$ cat src/rtl/instr_sequencer_pkg.sv
// Shared types for the autoencoder program sequencer:
// FSM states, opcode map and decoded instruction classes.
package instr_sequencer_pkg;

  localparam int OPC_W = 4;
  localparam int ARG_W = 12;

  typedef enum logic [2:0] {
    S_IDLE,
    S_FETCH,
    S_DECODE,
    S_ISSUE,
    S_EXEC,
    S_HALT
  } state_e;

  typedef enum logic [3:0] {
    OP_NOP   = 4'h0,
    OP_LOAD  = 4'h1,
    OP_MAC   = 4'h2,
    OP_ACT   = 4'h3,
    OP_STORE = 4'h4,
    OP_JMP   = 4'h8,
    OP_SETL  = 4'h9,
    OP_DJNZ  = 4'hA,
    OP_HALT  = 4'hF
  } opcode_e;

  typedef enum logic [2:0] {
    K_NOP,
    K_DP,
    K_JMP,
    K_SETL,
    K_DJNZ,
    K_HALT,
    K_ILL
  } kind_e;

  function automatic logic is_dp(
    input logic [OPC_W-1:0] op
  );
    return (op == OP_LOAD) || (op == OP_MAC) ||
           (op == OP_ACT)  || (op == OP_STORE);
  endfunction

endpackage

$ cat src/rtl/instr_sequencer_if.sv
// Datapath op channel: valid/ready offer of an op,
// then a one-cycle done pulse when the op completes.
interface instr_sequencer_if
  import instr_sequencer_pkg::*;
();

  logic             op_valid;
  logic [OPC_W-1:0] op_code;
  logic [ARG_W-1:0] op_arg;
  logic             op_ready;
  logic             op_done;

  modport master (
    output op_valid,
    output op_code,
    output op_arg,
    input  op_ready,
    input  op_done
  );

  modport slave (
    input  op_valid,
    input  op_code,
    input  op_arg,
    output op_ready,
    output op_done
  );

endinterface

$ cat src/rtl/instr_sequencer_dec.sv
// Classifies the opcode nibble of an instruction word
// into the control/datapath class the sequencer acts on.
module instr_sequencer_dec
  import instr_sequencer_pkg::*;
(
  input  logic [OPC_W-1:0] opcode,
  output kind_e            kind
);

  always_comb begin
    kind = K_ILL;
    unique case (1'b1)
      opcode == OP_NOP:  kind = K_NOP;
      is_dp(opcode):     kind = K_DP;
      opcode == OP_JMP:  kind = K_JMP;
      opcode == OP_SETL: kind = K_SETL;
      opcode == OP_DJNZ: kind = K_DJNZ;
      opcode == OP_HALT: kind = K_HALT;
      default:           kind = K_ILL;
    endcase
  end

endmodule

$ cat src/rtl/instr_sequencer.sv
// Program sequencer: fetches from a 1-cycle ROM, runs control
// flow locally and hands datapath ops out over dp.
module instr_sequencer
  import instr_sequencer_pkg::*;
#(
  parameter int ADDR_WIDTH = 5,
  parameter int DATA_WIDTH = 16,
  parameter logic [ADDR_WIDTH-1:0] START_ADDR = '0,
  parameter int LOOP_WIDTH = 8
) (
  input  logic                  clk,
  input  logic                  rst_n,
  input  logic                  start,
  input  logic                  abort,
  output logic [ADDR_WIDTH-1:0] pc,
  input  logic [DATA_WIDTH-1:0] instr,
  instr_sequencer_if.master     dp,
  output logic                  busy,
  output logic                  halted,
  output logic                  error
);

  state_e                state;
  kind_e                 kind;
  logic [LOOP_WIDTH-1:0] loop_cnt;
  logic                  op_valid_q;
  logic [OPC_W-1:0]      op_code_q;
  logic [ARG_W-1:0]      op_arg_q;
  logic [ADDR_WIDTH-1:0] pc_inc;
  logic [ADDR_WIDTH-1:0] target;

  instr_sequencer_dec u_dec (
    .opcode (instr[15:12]),
    .kind   (kind)
  );

  assign pc_inc = pc + 1'b1;
  assign target = instr[ADDR_WIDTH-1:0];

  assign dp.op_valid = op_valid_q;
  assign dp.op_code  = op_code_q;
  assign dp.op_arg   = op_arg_q;

  assign busy   = (state != S_IDLE) &&
                  (state != S_HALT);
  assign halted = (state == S_HALT);

  always_ff @(posedge clk or negedge rst_n) begin
    if (!rst_n) begin
      state      <= S_IDLE;
      pc         <= START_ADDR;
      loop_cnt   <= '0;
      op_valid_q <= 1'b0;
      op_code_q  <= '0;
      op_arg_q   <= '0;
      error      <= 1'b0;
    end else if (abort) begin
      // loop_cnt survives abort on purpose
      state      <= S_IDLE;
      pc         <= START_ADDR;
      op_valid_q <= 1'b0;
    end else begin
      unique case (state)
        S_IDLE, S_HALT: begin
          if (start) begin
            state <= S_FETCH;
            pc    <= START_ADDR;
            error <= 1'b0;
          end
        end
        S_FETCH: state <= S_DECODE;
        S_DECODE: begin
          state <= S_FETCH;
          case (kind)
            K_NOP:  pc <= pc_inc;
            K_JMP:  pc <= target;
            K_SETL: begin
              loop_cnt <= instr[LOOP_WIDTH-1:0];
              pc       <= pc_inc;
            end
            K_DJNZ: begin
              if (loop_cnt != '0) begin
                loop_cnt <= loop_cnt - 1'b1;
                pc       <= target;
              end else begin
                pc <= pc_inc;
              end
            end
            K_HALT: state <= S_HALT;
            K_DP: begin
              op_code_q  <= instr[15:12];
              op_arg_q   <= instr[11:0];
              op_valid_q <= 1'b1;
              state      <= S_ISSUE;
            end
            default: begin
              error <= 1'b1;
              state <= S_HALT;
            end
          endcase
        end
        S_ISSUE: begin
          if (dp.op_ready) begin
            op_valid_q <= 1'b0;
            if (dp.op_done) begin
              pc    <= pc_inc;
              state <= S_FETCH;
            end else begin
              state <= S_EXEC;
            end
          end
        end
        S_EXEC: begin
          if (dp.op_done) begin
            pc    <= pc_inc;
            state <= S_FETCH;
          end
        end
        default: state <= S_IDLE;
      endcase
    end
  end

endmodule
$ cat src/flat_wrapper.sv
// flat-port wrapper written by rule: the top's interface ports become plain ports
module instr_sequencer_flat import instr_sequencer_pkg::*;
#(
  parameter int ADDR_WIDTH = 5,
  parameter int DATA_WIDTH = 16,
  parameter logic [ADDR_WIDTH-1:0] START_ADDR = '0,
  parameter int LOOP_WIDTH = 8
)
  (clk, rst_n, start, abort, pc, instr, busy, halted, error, dp_op_valid, dp_op_code, dp_op_arg, dp_op_ready, dp_op_done);
  instr_sequencer_if dp_i ();
  input  logic clk;
  input  logic rst_n;
  input  logic start;
  input  logic abort;
  output logic [ADDR_WIDTH-1:0] pc;
  input  logic [DATA_WIDTH-1:0] instr;
  output logic busy;
  output logic halted;
  output logic error;
  output wire logic [$bits(dp_i.op_valid)-1:0] dp_op_valid;
  output wire logic [$bits(dp_i.op_code)-1:0] dp_op_code;
  output wire logic [$bits(dp_i.op_arg)-1:0] dp_op_arg;
  input wire logic [$bits(dp_i.op_ready)-1:0] dp_op_ready;
  input wire logic [$bits(dp_i.op_done)-1:0] dp_op_done;
  assign dp_op_valid = dp_i.op_valid;
  assign dp_op_code = dp_i.op_code;
  assign dp_op_arg = dp_i.op_arg;
  assign dp_i.op_ready = dp_op_ready;
  assign dp_i.op_done = dp_op_done;
  instr_sequencer #(.ADDR_WIDTH(ADDR_WIDTH), .DATA_WIDTH(DATA_WIDTH), .START_ADDR(START_ADDR), .LOOP_WIDTH(LOOP_WIDTH)) u_core (.clk(clk), .rst_n(rst_n), .start(start), .abort(abort), .pc(pc), .instr(instr), .dp(dp_i), .busy(busy), .halted(halted), .error(error));
endmodule
$ cat config.mk
export PLATFORM = sky130hd
export DESIGN_NAME = instr_sequencer_flat
export DESIGN_NICKNAME = d
export VERILOG_FILES = /design/src/rtl/instr_sequencer_pkg.sv /design/src/rtl/instr_sequencer_if.sv /design/src/rtl/instr_sequencer_dec.sv /design/src/rtl/instr_sequencer.sv /design/src/flat_wrapper.sv
export SDC_FILE = /design/constraint.sdc
export NUM_CORES = 1
export LEC_CHECK = 0
export ABC_AREA = 0
export CORE_MARGIN = 2
export CORE_UTILIZATION = 30
export CTS_BUF_LIST = sky130_fd_sc_hd__clkbuf_8
export CTS_CLUSTER_SIZE = 20
export DETAILED_ROUTE_END_ITERATION = 6
export DONT_BUFFER_PORTS = 1
export SYNTH_ARGS = -nofsm -noshare
export SYNTH_HDL_FRONTEND = slang
export SYNTH_HIERARCHICAL = 1
export SYNTH_SLANG_ARGS = --single-unit
$ cat constraint.sdc
create_clock -name clk -period 5 [get_ports clk]
set_input_delay 0.5 -clock clk [delete_from_list [all_inputs] [get_ports clk]]
set_output_delay 0.5 -clock clk [all_outputs]
set_load 0.01 [all_outputs]
After elaboration in Yosys (flattened, before gate mapping)
Index checks and enable logic that the tools add are counted.
{"block": "totals", "register_bits": 34, "latchBits": 0, "ramBits": 0, "mem_bits_ro": 0, "word_cells": 84, "mem_count": 0}
{"block": "op_classes", "addsub": 2, "multipliers": 0, "n_div": 0, "order_cmp": 0, "eq_ne": 27, "shift": 0, "muxes": 24, "n_bitwise": 1, "reduce_logical": 23}
{"op": "two-way mux 5 bit", "n": 5}
{"op": "case mux 5 bit (4 select lines)", "n": 1}
{"op": "case mux 3 bit (6 select lines)", "n": 1}
{"op": "== test 4 bit, second input constant", "n": 4}
{"op": "case mux 8 bit (2 select lines)", "n": 1}
{"op": "two-way mux 3 bit", "n": 5}
{"op": "!= test 3 bit, second input constant", "n": 5}
{"op": "case mux 3 bit (5 select lines)", "n": 1}
{"op": "case mux 5 bit (3 select lines)", "n": 1}
{"op": "== test 3 x 2 -> 1 bit, second input constant", "n": 4}
{"op": "== test 3 bit, second input constant", "n": 4}
{"op": "AND reduction 4 bit", "n": 3}
{"op": "AND reduction 3 bit", "n": 3}
{"op": "== test 4 x 2 -> 1 bit, second input constant", "n": 2}
{"op": "two-way mux 8 bit", "n": 1}
{"op": "nonzero test 8 bit", "n": 1}
{"op": "subtractor 8 x 1 -> 8 bit, second input constant", "n": 1}
{"op": "== test 3 x 1 -> 1 bit, second input constant", "n": 2}
{"op": "zero test 3 bit", "n": 2}
{"op": "case mux 3 bit (2 select lines)", "n": 1}
{"op": "nonzero test 3 bit", "n": 2}
{"op": "OR reduction 6 bit", "n": 1}
{"op": "adder 5 x 1 -> 5 bit, second input constant", "n": 1}
{"op": "two-way mux 1 bit", "n": 5}
{"op": "14 further kinds", "n": 20}

Longest topological paths before layout
Gate-level depths: netlist of run 1.
{"block": "logic_depth", "ltp_word": 10, "mapped_depth": 11}

By module
The synthesis of run 1 kept the hierarchy.
{"mod": "instr_sequencer", "n_inst": 1, "cells_each": 191, "area_per_inst_um2": 1944.4}
{"mod": "instr_sequencer_dec", "n_inst": 1, "cells_each": 12, "area_per_inst_um2": 70.1}

Worst setup path before layout of run 1
No wires, ideal clock.
{"block": "synth_timing", "kind": "input to register", "from": "input port instr[15]", "to": "register u_core.pc[2]", "setup_ns": 0.083, "t_arrival_ns": 2.360, "path_slack_ns": 2.558, "cell_stages": 7, "path_buffers": 0, "path_cell_list": "or2_0 > a31oi_1 > xor2_1 > or4_4 > a31oi_4 > a32oi_1 > o22ai_1"}
{"block": "synth_via", "elab_chain_cells": 10, "word_cells_on_any_way": 23, "cone_classes": "eq/ne (12); mux (4); reduce/logical (7)"}
{"item": "start, declared", "line": "flat_wrapper.sv:16", "source": "input logic [DATA_WIDTH-1:0] instr;"}
{"item": "== test 4 x 1 -> 1 bit / == test 4 x 2 -> 1 bit (equally long branches)", "line": "instr_sequencer_pkg.sv:42", "source": "return (op == OP_LOAD) || (op == OP_MAC) ||"}
{"item": "logical OR 1 bit (2 in a row)", "line": "instr_sequencer_pkg.sv:42"}
{"item": "logical OR 1 bit", "line": "instr_sequencer_pkg.sv:43", "source": "(op == OP_ACT) || (op == OP_STORE);"}
{"item": "case mux 3 bit (6 select lines) *", "line": "instr_sequencer_dec.sv:12", "source": "unique case (1'b1)"}
{"item": "via u_core.kind[0]", "line": "instr_sequencer.sv:24", "source": "kind_e kind;"}
{"item": "== test 3 x 2 -> 1 bit / zero test 3 bit (equally long branches)", "line": "instr_sequencer.sv:74", "source": "case (kind)"}
{"item": "OR reduction 2 bit (no source line)"}
{"item": "case mux 5 bit (3 select lines)", "line": "instr_sequencer.sv:74"}
{"item": "case mux 5 bit (4 select lines)", "line": "instr_sequencer.sv:63", "source": "unique case (state)"}
{"item": "two-way mux 5 bit", "line": "instr_sequencer.sv:57", "source": "end else if (abort) begin"}
{"item": "end signal, assigned", "line": "instr_sequencer.sv:75", "source": "K_NOP: pc <= pc_inc;"}
{"item": "end signal, assigned", "line": "instr_sequencer.sv:76", "source": "K_JMP: pc <= target;"}
{"item": "end signal, assigned", "line": "instr_sequencer.sv:79", "source": "pc <= pc_inc;"}
{"item": "end, declared", "line": "instr_sequencer.sv:15", "source": "output logic [ADDR_WIDTH-1:0] pc,"}
Mark *: on every way through the listed nets, which the timed path passes. The rest lies on a longest branch.
A chain may end at the register's enable or synchronous reset.

Worst setup path after layout of run 1
{"block": "layout_timing", "from": "input port instr[15]", "to": "register u_core.loop_cnt[7]"}
{"block": "layout_via", "elab_chain_cells": 8, "word_cells_on_any_way": 19, "cone_classes": "eq/ne (11); mux (2); reduce/logical (6)"}
{"item": "== test 4 x 1 -> 1 bit / == test 4 x 2 -> 1 bit (equally long branches)", "line": "instr_sequencer_pkg.sv:42"}
{"item": "logical OR 1 bit (2 in a row)", "line": "instr_sequencer_pkg.sv:42"}
{"item": "logical OR 1 bit", "line": "instr_sequencer_pkg.sv:43"}
{"item": "case mux 3 bit (6 select lines) *", "line": "instr_sequencer_dec.sv:12"}
{"item": "via u_core.kind[1]", "line": "instr_sequencer.sv:24"}
{"item": "== test 3 bit / == test 3 x 2 -> 1 bit (equally long branches)", "line": "instr_sequencer.sv:74"}
{"item": "!= test 2 x 1 -> 1 bit (no source line) / nonzero test 2 bit (equally long branches)"}
{"item": "AND reduction 4 bit (no source line)"}
{"item": "end signal, assigned", "line": "instr_sequencer.sv:78", "source": "loop_cnt <= instr[LOOP_WIDTH-1:0];"}
{"item": "end signal, assigned", "line": "instr_sequencer.sv:83", "source": "loop_cnt <= loop_cnt - 1'b1;"}
{"item": "end, declared", "line": "instr_sequencer.sv:25", "source": "logic [LOOP_WIDTH-1:0] loop_cnt;"}
Marks and branches as above.

==> summary.log, run 1 <==
[final_layout] nets 226
[detailed_routing] number of antenna-violating nets in the routed design 0
[pwr] total power draw 0.6984 mW
[detailed_routing] wire length after detailed routing 4395 um
[synth] total number of yosys warnings 6
[timing] final critical-path share of the clock period 53.43%
[clock_tree] CTS root buf sky130_fd_sc_hd__clkbuf_8
[detailed_routing] post-DR wirelength/cell 15.81 um
[timing] Final Hold Fails 0
[detailed_routing] Pre-antenna DRT Iters 4
[pwr] Clk network pwr share 28.1%
[grt] global route overflow 0
[timing] highest clock frequency the design can meet 0.3743 GHz
[synth] top post-synthesis cells by count sky130_fd_sc_hd__dfrtp_1 (34), sky130_fd_sc_hd__nor2_1 (19), sky130_fd_sc_hd__mux2_2 (18), sky130_fd_sc_hd__a21oi_1 (17), sky130_fd_sc_hd__o21ai_0 (12)
[final_layout] non-filler instance count after layout 278
[floorplanning] total I/O pin count 47
[clock_tree] deepest level of the CTS H-tree 2
[worst_hold_path] Hold Crit Class in2async
[timing] setup clock skew after layout 0.006545 ns
[floorplanning] area of the core 0.006422 mm2
[clock_tree] # clock sinks 34
[synth] share of synthesized flip-flops with an asynchronous set or reset 100.0%
[critical_path] crit start category input port
[clock_tree] clock slew seen by the registers of the worst setup and hold paths 0.06 ns
[clock_tree] number of buffers added by the clock tree synthesis step 5
[clock_tree] Clock Latency Late Sink 0.28 ns
[pwr] part of the total power dissipated in combinational logic 19.9%
[timing] setup repair after global routing missed its margin no
[floorplanning] vertical die dimension 85.95 um
[grt] first-pass GRT wire length 7320 um
[detailed_routing] number of DRC violations after detailed-routing iteration 0 95
[placement] pre-CTS WS 2.036 ns
[synth] netlist area before placement 0.002014 mm2
[synth] Yosys top cell area share 42.24%
[final_layout] post-route cell area 0.002166 mm2
[placement] detailed placement HPWL 3227 um
[placement] number of instances in the placed design 271
[floorplanning] initial cell density of the core 31.37%
[timing] least setup slack across all paths after layout 2.328 ns
[synth] cell type contributing the most total cell area after synthesis sky130_fd_sc_hd__dfrtp_1
[synth] Synth Register Bits 34
[critical_path] largest fanout on the critical path 17
[critical_path] crit path DAT 2.84 ns
[pwr] net switching share of the total power 30.54%
[pwr] switching component of the power 0.2133 mW
[synth] top-count cell post-synth sky130_fd_sc_hd__dfrtp_1
[pwr] Internal 0.4851 mW
[synth] post-synth net total 227
[detailed_routing] total via count after detailed routing 1,552
[final_layout] Area growth, synth to finish 7.516%
[pwr] total power density per cell area 322.5 mW/mm2
[detailed_routing] Vias/cell 5.583
[clock_tree] clock tree buffer depth 2
[synth] EDFF count, synth 0
[floorplanning] x dimension of the die 85.95 um
[floorplanning] area of the die 0.007387 mm2
[flow_run] max-capacitance violation count 0
[timing] slew at the pin closest to its max-slew limit 0.9011 ns
[critical_path] data required time of the critical path 5.16 ns
[pwr] Pleak 0.8961 nW
[detailed_routing] # DRC 0
[timing] count of endpoints failing setup in the final report 0
[final_layout] share of cells above drive strength 1 18.91%
[clock_tree] number of gates resized after cts 0
[synth] portion of the post-synthesis area used by sequential elements 42.24%
[timing] Slew headroom 39.92%
[critical_path] r2r setup slk 2.67 ns
[grt] vias in the first global route 1,479
[synth] Main synth FF type sky130_fd_sc_hd__dfrtp_1
[synth] Synth cell types 57
[critical_path] startpoint-to-endpoint class of the critical path in2reg
[grt] number of antenna violations at the first check in global routing 0
[placement] gpl congestion 0.7761
[synth] count of mapped cells out of synthesis 203
[floorplanning] standard-cell rows 29
[timing] post-route setup TNS 0 ns
[critical_path] Crit. End Element flop
[final_layout] number of antenna diodes 0
[placement] Area after DPL 0.002063 mm2
[timing] max-slew violation count 0
[timing] crit path time final 2.672 ns
[clock_tree] TritonCTS clock tree built
[placement] port bufs 0
[grt] largest net degree at the start of global routing 35
[synth] leading cell types by total area after synthesis sky130_fd_sc_hd__dfrtp_1 (42%), sky130_fd_sc_hd__mux2_2 (10%), sky130_fd_sc_hd__a21oi_1 (4.2%)
[synth] Post-Syn Area per Cell 9.923 um2
[run_status] outcome complete, no violations
[grt] GRT Total Usage 12.54%
[pwr] Worst IR Drop VDD 0.1194 mV
[pwr] Reg power frac 52.0%
[state kept, by name, indices dropped and copies added, names as in the netlist]
name / cells
u_core/dp.op_arg: 12
u_core/dp.op_valid: 1
u_core/loop_cnt: 8
u_core/pc: 5
u_core/dp.op_code: 4
u_core/error: 1
u_core/state: 3
[power groups by stage]
stage,logic [mW],clock network [mW],registers (mW)
2_1_floorplan,0.119,0,0.355
6_report,0.139,0.196,0.363
3_3_place_gp,0.130,0,0.368
3_5_place_dp,0.133,0,0.368
5_1_grt,0.157,0.218,0.369
4_1_cts,0.140,0.204,0.363
[final timing paths]
kind                               startpoint                    to  cells past startpoint
setup / recovery                    instr[15]    u_core/loop_cnt[7]                      8
hold / removal                          rst_n          u_core/pc[2]                      1
setup reg to reg              u_core/state[0]          u_core/pc[3]                      5
hold reg to reg            u_core/loop_cnt[7]    u_core/loop_cnt[7]                      1
max in group asynchronous               rst_n  u_core/dp.op_code[2]                      1
min in group clk                        abort       u_core/state[2]                      1
[routing by layer]
layer	GRT usage (%)	vias up	share of wire, %
met5	0	-	0
met4	4.329	0	0.77
met3	3.657	2	7.0
met2	19.45	47	45
met1	16.66	754	47
li1	-	749	-
[layout make-up]
class | instances | area (um2)
clock buffer | 6 | 82.58
fill | 644 | 4257
inverter | 10 | 37.54
multi-input combinational | 150 | 1079
sequential | 34 | 850.8
tap | 77 | 96.34
timing repair buffer | 1 | 20.02
[worst max-delay path, cell delays in order]
cell and delay [ns]:
sky130_fd_sc_hd__nand3_1 0.09, sky130_fd_sc_hd__o21ai_0 0.09, sky130_fd_sc_hd__a21oi_1 0.66, sky130_fd_sc_hd__or3b_1 0.56
sky130_fd_sc_hd__a21oi_2 0.06, sky130_fd_sc_hd__o21ai_2 0.46, sky130_fd_sc_hd__o21ba_2 0.23, sky130_fd_sc_hd__o22a_1 0.17
[stage by stage]
stage | utilization [%] | hold slack, ns
after floorplan | - | 0.2044
after global placement | 32.13 | 0.2052
after detailed placement | 32.13 | 0.2051
after CTS | 33.72 | 0.05019
after global routing | 33.72 | 0.05446
final | 33.72 | 0.04955
[kinds of logic after synthesis]
logic type / share of synthesized area, %
AOI/OAI and AO/OA: 20.93
xor gates and xnor gates: 0.8697
adders and majority gates: 1.242
and+or+nand+nor: 18.95
muxes: 11.55
DFF: 42.24
buffers and inverters: 4.224
[repair_timing]
action	CTS	global route
buffers inserted	0	0
hold endpoints to repair	34	0
hold buffers	1	0
[placed cells by master (no fill, tap or decap), types with 3 or more instances in the layout]
| master | n |
|---|---|
| sky130_fd_sc_hd__o21ai_1 | 3 |
| sky130_fd_sc_hd__o22a_1 | 3 |
| sky130_fd_sc_hd__nor3_1 | 3 |
| sky130_fd_sc_hd__a31oi_1 | 3 |
| sky130_fd_sc_hd__dfrtp_1 | 34 |
| sky130_fd_sc_hd__a21oi_1 | 17 |
| sky130_fd_sc_hd__nor3b_1 | 5 |
| sky130_fd_sc_hd__nand3_1 | 5 |
| sky130_fd_sc_hd__nor2_1 | 19 |
| sky130_fd_sc_hd__o22ai_1 | 3 |
| sky130_fd_sc_hd__a22oi_1 | 3 |
| sky130_fd_sc_hd__nand2_1 | 8 |
| sky130_fd_sc_hd__mux2_2 | 18 |
| sky130_fd_sc_hd__clkbuf_8 | 6 |
| sky130_fd_sc_hd__nor2b_1 | 4 |
| sky130_fd_sc_hd__mux2i_1 | 3 |
| sky130_fd_sc_hd__inv_1 | 10 |
| sky130_fd_sc_hd__o21ai_0 | 12 |
No activity file was read; power rests on OpenSTA's default activity.
==> inputs of run 2 (changes only) <==
--- a/config.mk
+++ b/config.mk
@@ -5,7 +5,7 @@
 export SDC_FILE = /design/constraint.sdc
 export NUM_CORES = 1
 export LEC_CHECK = 0
-export ABC_AREA = 0
+export ABC_AREA = 1
 export CORE_MARGIN = 2
 export CORE_UTILIZATION = 30
 export CTS_BUF_LIST = sky130_fd_sc_hd__clkbuf_8
==> constraint.sdc (replaced) <==
create_clock -name clk -period 2.3 [get_ports clk]
set_input_delay 0.23 -clock clk [delete_from_list [all_inputs] [get_ports clk]]
set_output_delay 0.23 -clock clk [all_outputs]
set_load 0.01 [all_outputs]
==> run 2 against run 1 <==
Net effect:
- area after synthesis rose by 0.93%
- clock skew is 0.0014 ns higher
- wire length up 11%
- combinational power rose to 4.6 times the previous value
- largest cell class unchanged
==> summary.log, run 2 <==
[timing] least setup slack across all paths after layout 0.6497 ns [-1.679 ns]
[placement] pre-CTS WS 0.5805 ns [-1.455 ns]
[critical_path] Worst Reg2Reg Path Length in Cells 7 [+2]
[grt] GRT Total Usage 14.59% [+2.0 points]
[clock_tree] TritonCTS clock tree built
[grt] global route overflow 0 [unchanged]
[timing] count of endpoints failing setup in the final report 0 [unchanged]
[clock_tree] number of buffers added by the clock tree synthesis step 5 [unchanged]
[synth] Post-Syn Area per Cell 7.084 um2 [-29%]
[worst_hold_path] Hold Crit Class in2reg
[final_layout] Area growth, synth to finish 12.49%
[critical_path] Crit. End Element flop
[synth] netlist area before placement 0.002033 mm2 [+0.93%]
[final_layout] non-filler instance count after layout 374 [+35%]
[worst_hold_path] hold worst-path end u_core/dp.op_arg[5]
[grt] number of antenna violations at the first check in global routing 0 [unchanged]
[final_layout] number of antenna diodes 0 [unchanged]
[timing] crit path time final 1.650 ns
[detailed_routing] wire length after detailed routing 4888 um [+11%]
[final_layout] top library cells by usage in the layout, fill and taps aside sky130_fd_sc_hd__nand2_1 (107), sky130_fd_sc_hd__inv_1 (34), sky130_fd_sc_hd__dfrtp_1 (34)
[grt] met3 layer usage reported by global route 5.333% [+1.7 points]
[synth] leading cell types by total area after synthesis sky130_fd_sc_hd__dfrtp_1 (42%), sky130_fd_sc_hd__nand2_1 (20%), sky130_fd_sc_hd__inv_1 (6.3%)
[floorplanning] initial cell density of the core 30.43% [-0.93 points]
[floorplanning] area of the die 0.007452 mm2 [+0.89%]
[final_layout] post-route cell area 0.002287 mm2 [+5.6%]
[clock_tree] # clock sinks 34 [unchanged]
[run_status] outcome complete, no violations
[critical_path] data required time of the critical path 2.53 ns [-2.63 ns]
[pwr] total power density per cell area 995.0 mW/mm2 [+210%]
[floorplanning] x dimension of the die 86.33 um [+0.44%]
[synth] top-count cell post-synth sky130_fd_sc_hd__nand2_1
[placement] port bufs 0 [unchanged]
[critical_path] critical register-to-register path endpoint u_core/dp.op_arg[1]
[critical_path] dominant cell type by count on the critical path sky130_fd_sc_hd__nand2_1
[clock_tree] Clock Latency Late Sink 0.29 ns [about the same]
[synth] Synth Register Bits 34 [unchanged]
[placement] detailed placement HPWL 3632 um [+13%]
[synth] Synth cell types 32 [-44%]
[clock_tree] count of buffers added by post-CTS timing repair for setup 0 [unchanged]
[critical_path] r2r setup slk 0.65 ns [-2.02 ns]
[clock_tree] CTS root buf sky130_fd_sc_hd__clkbuf_8
[flow_run] max-capacitance violation count 0 [unchanged]
[critical_path] critical register-to-register path startpoint u_core/state[2]
[placement] Area after DPL 0.002115 mm2 [+2.5%]
[detailed_routing] number of DRC violations after detailed-routing iteration 0 89 [-6.3%]
[synth] top post-synthesis cells by count sky130_fd_sc_hd__nand2_1 (107), sky130_fd_sc_hd__dfrtp_1 (34), sky130_fd_sc_hd__inv_1 (34), sky130_fd_sc_hd__o21ai_0 (24), sky130_fd_sc_hd__nor2_1 (23)
[synth] total number of yosys warnings 6 [unchanged]
[critical_path] crit path DAT 1.88 ns [-0.96 ns]
[floorplanning] vertical die dimension 86.33 um [+0.44%]
[critical_path] crit start category flop
[critical_path] CP cell instances nor2_4, nand2_4, nor2_4, nand2_1, inv_1, nand2_1, nand2_1
[floorplanning] total I/O pin count 47 [unchanged]
[timing] max-slew violation count 0 [unchanged]
[final_layout] most frequent standard cell in the layout excluding fill and tap cells sky130_fd_sc_hd__nand2_1
[clock_tree] clock tree buffer depth 2 [unchanged]
[timing] slew at the pin closest to its max-slew limit 0.3418 ns [-0.5594 ns]
[grt] largest net degree at the start of global routing 35 [unchanged]
[floorplanning] standard-cell rows 30 [+3.4%]
[detailed_routing] number of antenna-violating nets in the routed design 0 [unchanged]
[pwr] Pleak 1.207 nW [+35%]
[critical_path] slowest cell on the critical path sky130_fd_sc_hd__dfrtp_1
[worst_hold_path] launch instance of the worst min-delay path instr[5]
[timing] final critical-path share of the clock period 71.75%
[worst_hold_path] hold-critical path depth 2
[clock_tree] clock slew seen by the registers of the worst setup and hold paths 0.07 ns [about the same]
[detailed_routing] Vias/cell 4.810 [-14%]
[synth] portion of the post-synthesis area used by sequential elements 41.85% [-0.39 points]
[timing] setup clock skew after layout 0.007951 ns [+0.001405 ns]
[grt] first-pass GRT wire length 8576 um [+17%]
[critical_path] largest fanout on the critical path 11 [-6]
[timing] Slew headroom 77.16% [+37 points]
[synth] Yosys top cell area share 41.85% [-0.39 points]
[detailed_routing] post-DR wirelength/cell 13.07 um [-17%]
[detailed_routing] # DRC 0 [unchanged]
[placement] number of instances in the placed design 364 [+34%]
[synth] share of synthesized flip-flops with an asynchronous set or reset 100.0% [unchanged]
[timing] highest clock frequency the design can meet 0.6059 GHz
[timing] setup repair after global routing missed its margin no
[grt] global-route track usage on met2 24.62% [+5.2 points]
[critical_path] maximum cell stage delay along the critical path 0.44 ns [-0.22 ns]
[grt] vias in the first global route 1,823 [+23%]
[detailed_routing] Pre-antenna DRT Iters 4 [unchanged]
[synth] Main synth FF type sky130_fd_sc_hd__dfrtp_1
[floorplanning] area of the core 0.006681 mm2 [+4.0%]
[grt] met1 demand-to-capacity share in global routing 17.19% [+0.53 points]
[synth] post-synth net total 311 [+37%]
[critical_path] startpoint-to-endpoint class of the critical path reg2reg
[pwr] Worst IR Drop VDD 0.3561 mV [+200%]
[detailed_routing] total via count after detailed routing 1,799 [+16%]
[final_layout] nets 317 [+40%]
[synth] count of mapped cells out of synthesis 287 [+41%]
[grt] Most Crowded Layer GR met2
[final_layout] flip-flop count of the largest register, all copies and words added 12 [unchanged]
[placement] gpl congestion 0.8024 [+3.4%]
[synth] cell type contributing the most total cell area after synthesis sky130_fd_sc_hd__dfrtp_1
[final_layout] share of cells above drive strength 1 8.163% [-11 points]
[timing] post-route setup TNS 0 ns [unchanged]
[clock_tree] deepest level of the CTS H-tree 2 [unchanged]
[timing] Final Hold Fails 0 [unchanged]
[synth] EDFF count, synth 0 [unchanged]
==> run 2: cell types whose count changed after synthesis, sizes merged, moves of 4 or more <==
cell | previous run | this run
a21oi | 18 | 3
a31oi | 4 | 0
clkbuf | 4 | 0
inv | 10 | 36
mux2 | 18 | 0
nand2 | 9 | 110
nand3 | 5 | 18
nand4 | 1 | 5
nor2 | 19 | 26
nor2b | 4 | 0
nor3b | 6 | 0
o21ai | 16 | 29
==> run 2: final cells by class <==
cell class,instances,area (um2)
clock buffer,6,82.58
clock inverter,2,60.06
fill,724,4394
inverter,36,135.1
multi-input combinational,212,1013
sequential,34,850.8
tap,80,100.1
timing repair buffer,4,45.04
==> run 2: cell families after synthesis <==
group                    count (synthesis)  synth area share, %
adder cells (fa/ha/maj)                  2                1.231
AND/OR/NAND/NOR                        165                34.59
AO/OA/AOI/OAI                           39                11.45
flip-flops                              34                41.85
buffers and inverters                   41                8.308
XOR/XNOR                                 6                2.585
==> run 2: worst max-delay path by stage <==
stage                    startpoint                   to  slack [ns]  cells after the start
finish              u_core/state[2]  u_core/dp.op_arg[1]        0.65                      7
detailed placement        instr[13]   u_core/loop_cnt[5]        0.58                     12
global route        u_core/state[2]  u_core/dp.op_arg[1]        0.45                      7
global placement          instr[13]   u_core/loop_cnt[5]        0.58                     12
floorplan                 instr[14]         u_core/pc[0]        0.84                     11
CTS                 u_core/state[2]  u_core/dp.op_arg[1]        0.61                      7
==> run 2: per-stage QoR <==
step,util [%],hold WS (ns),power (mW)
3_3_place_gp,31.65,-0.06393,1.562
3_5_place_dp,31.65,-0.06357,1.574
2_1_floorplan,-,-0.06559,1.436
6_report,34.23,0.04473,2.276
4_1_cts,34.23,0.03417,2.298
5_1_grt,34.23,0.03338,2.464
==> run 2: worst max-delay path, delay by kind of cell, from the launching register on <==
kind                   cells  cell delay [ns]
AND/OR/NAND/NOR            6             0.80
flip-flops                 1             0.44
buffers and inverters      1             0.34
==> run 2: layer usage <==
layer  share of wire, %  wire length [um]
met5                  0                 0
met4                1.3                65
met3                7.7               378
met2                 46              2253
met1                 45              2191
==> run 2: repair_timing <==
action | CTS | global route
resized for setup | 0 | 0
hold buffers | 2 | 0
hold endpoints to repair | 34 | 0
==> run 2: power by group <==
group | switching (mW) | internal (mW)
clock | 0.233 | 0.462
combinational | 0.406 | 0.230
sequential | 0.178 | 0.765
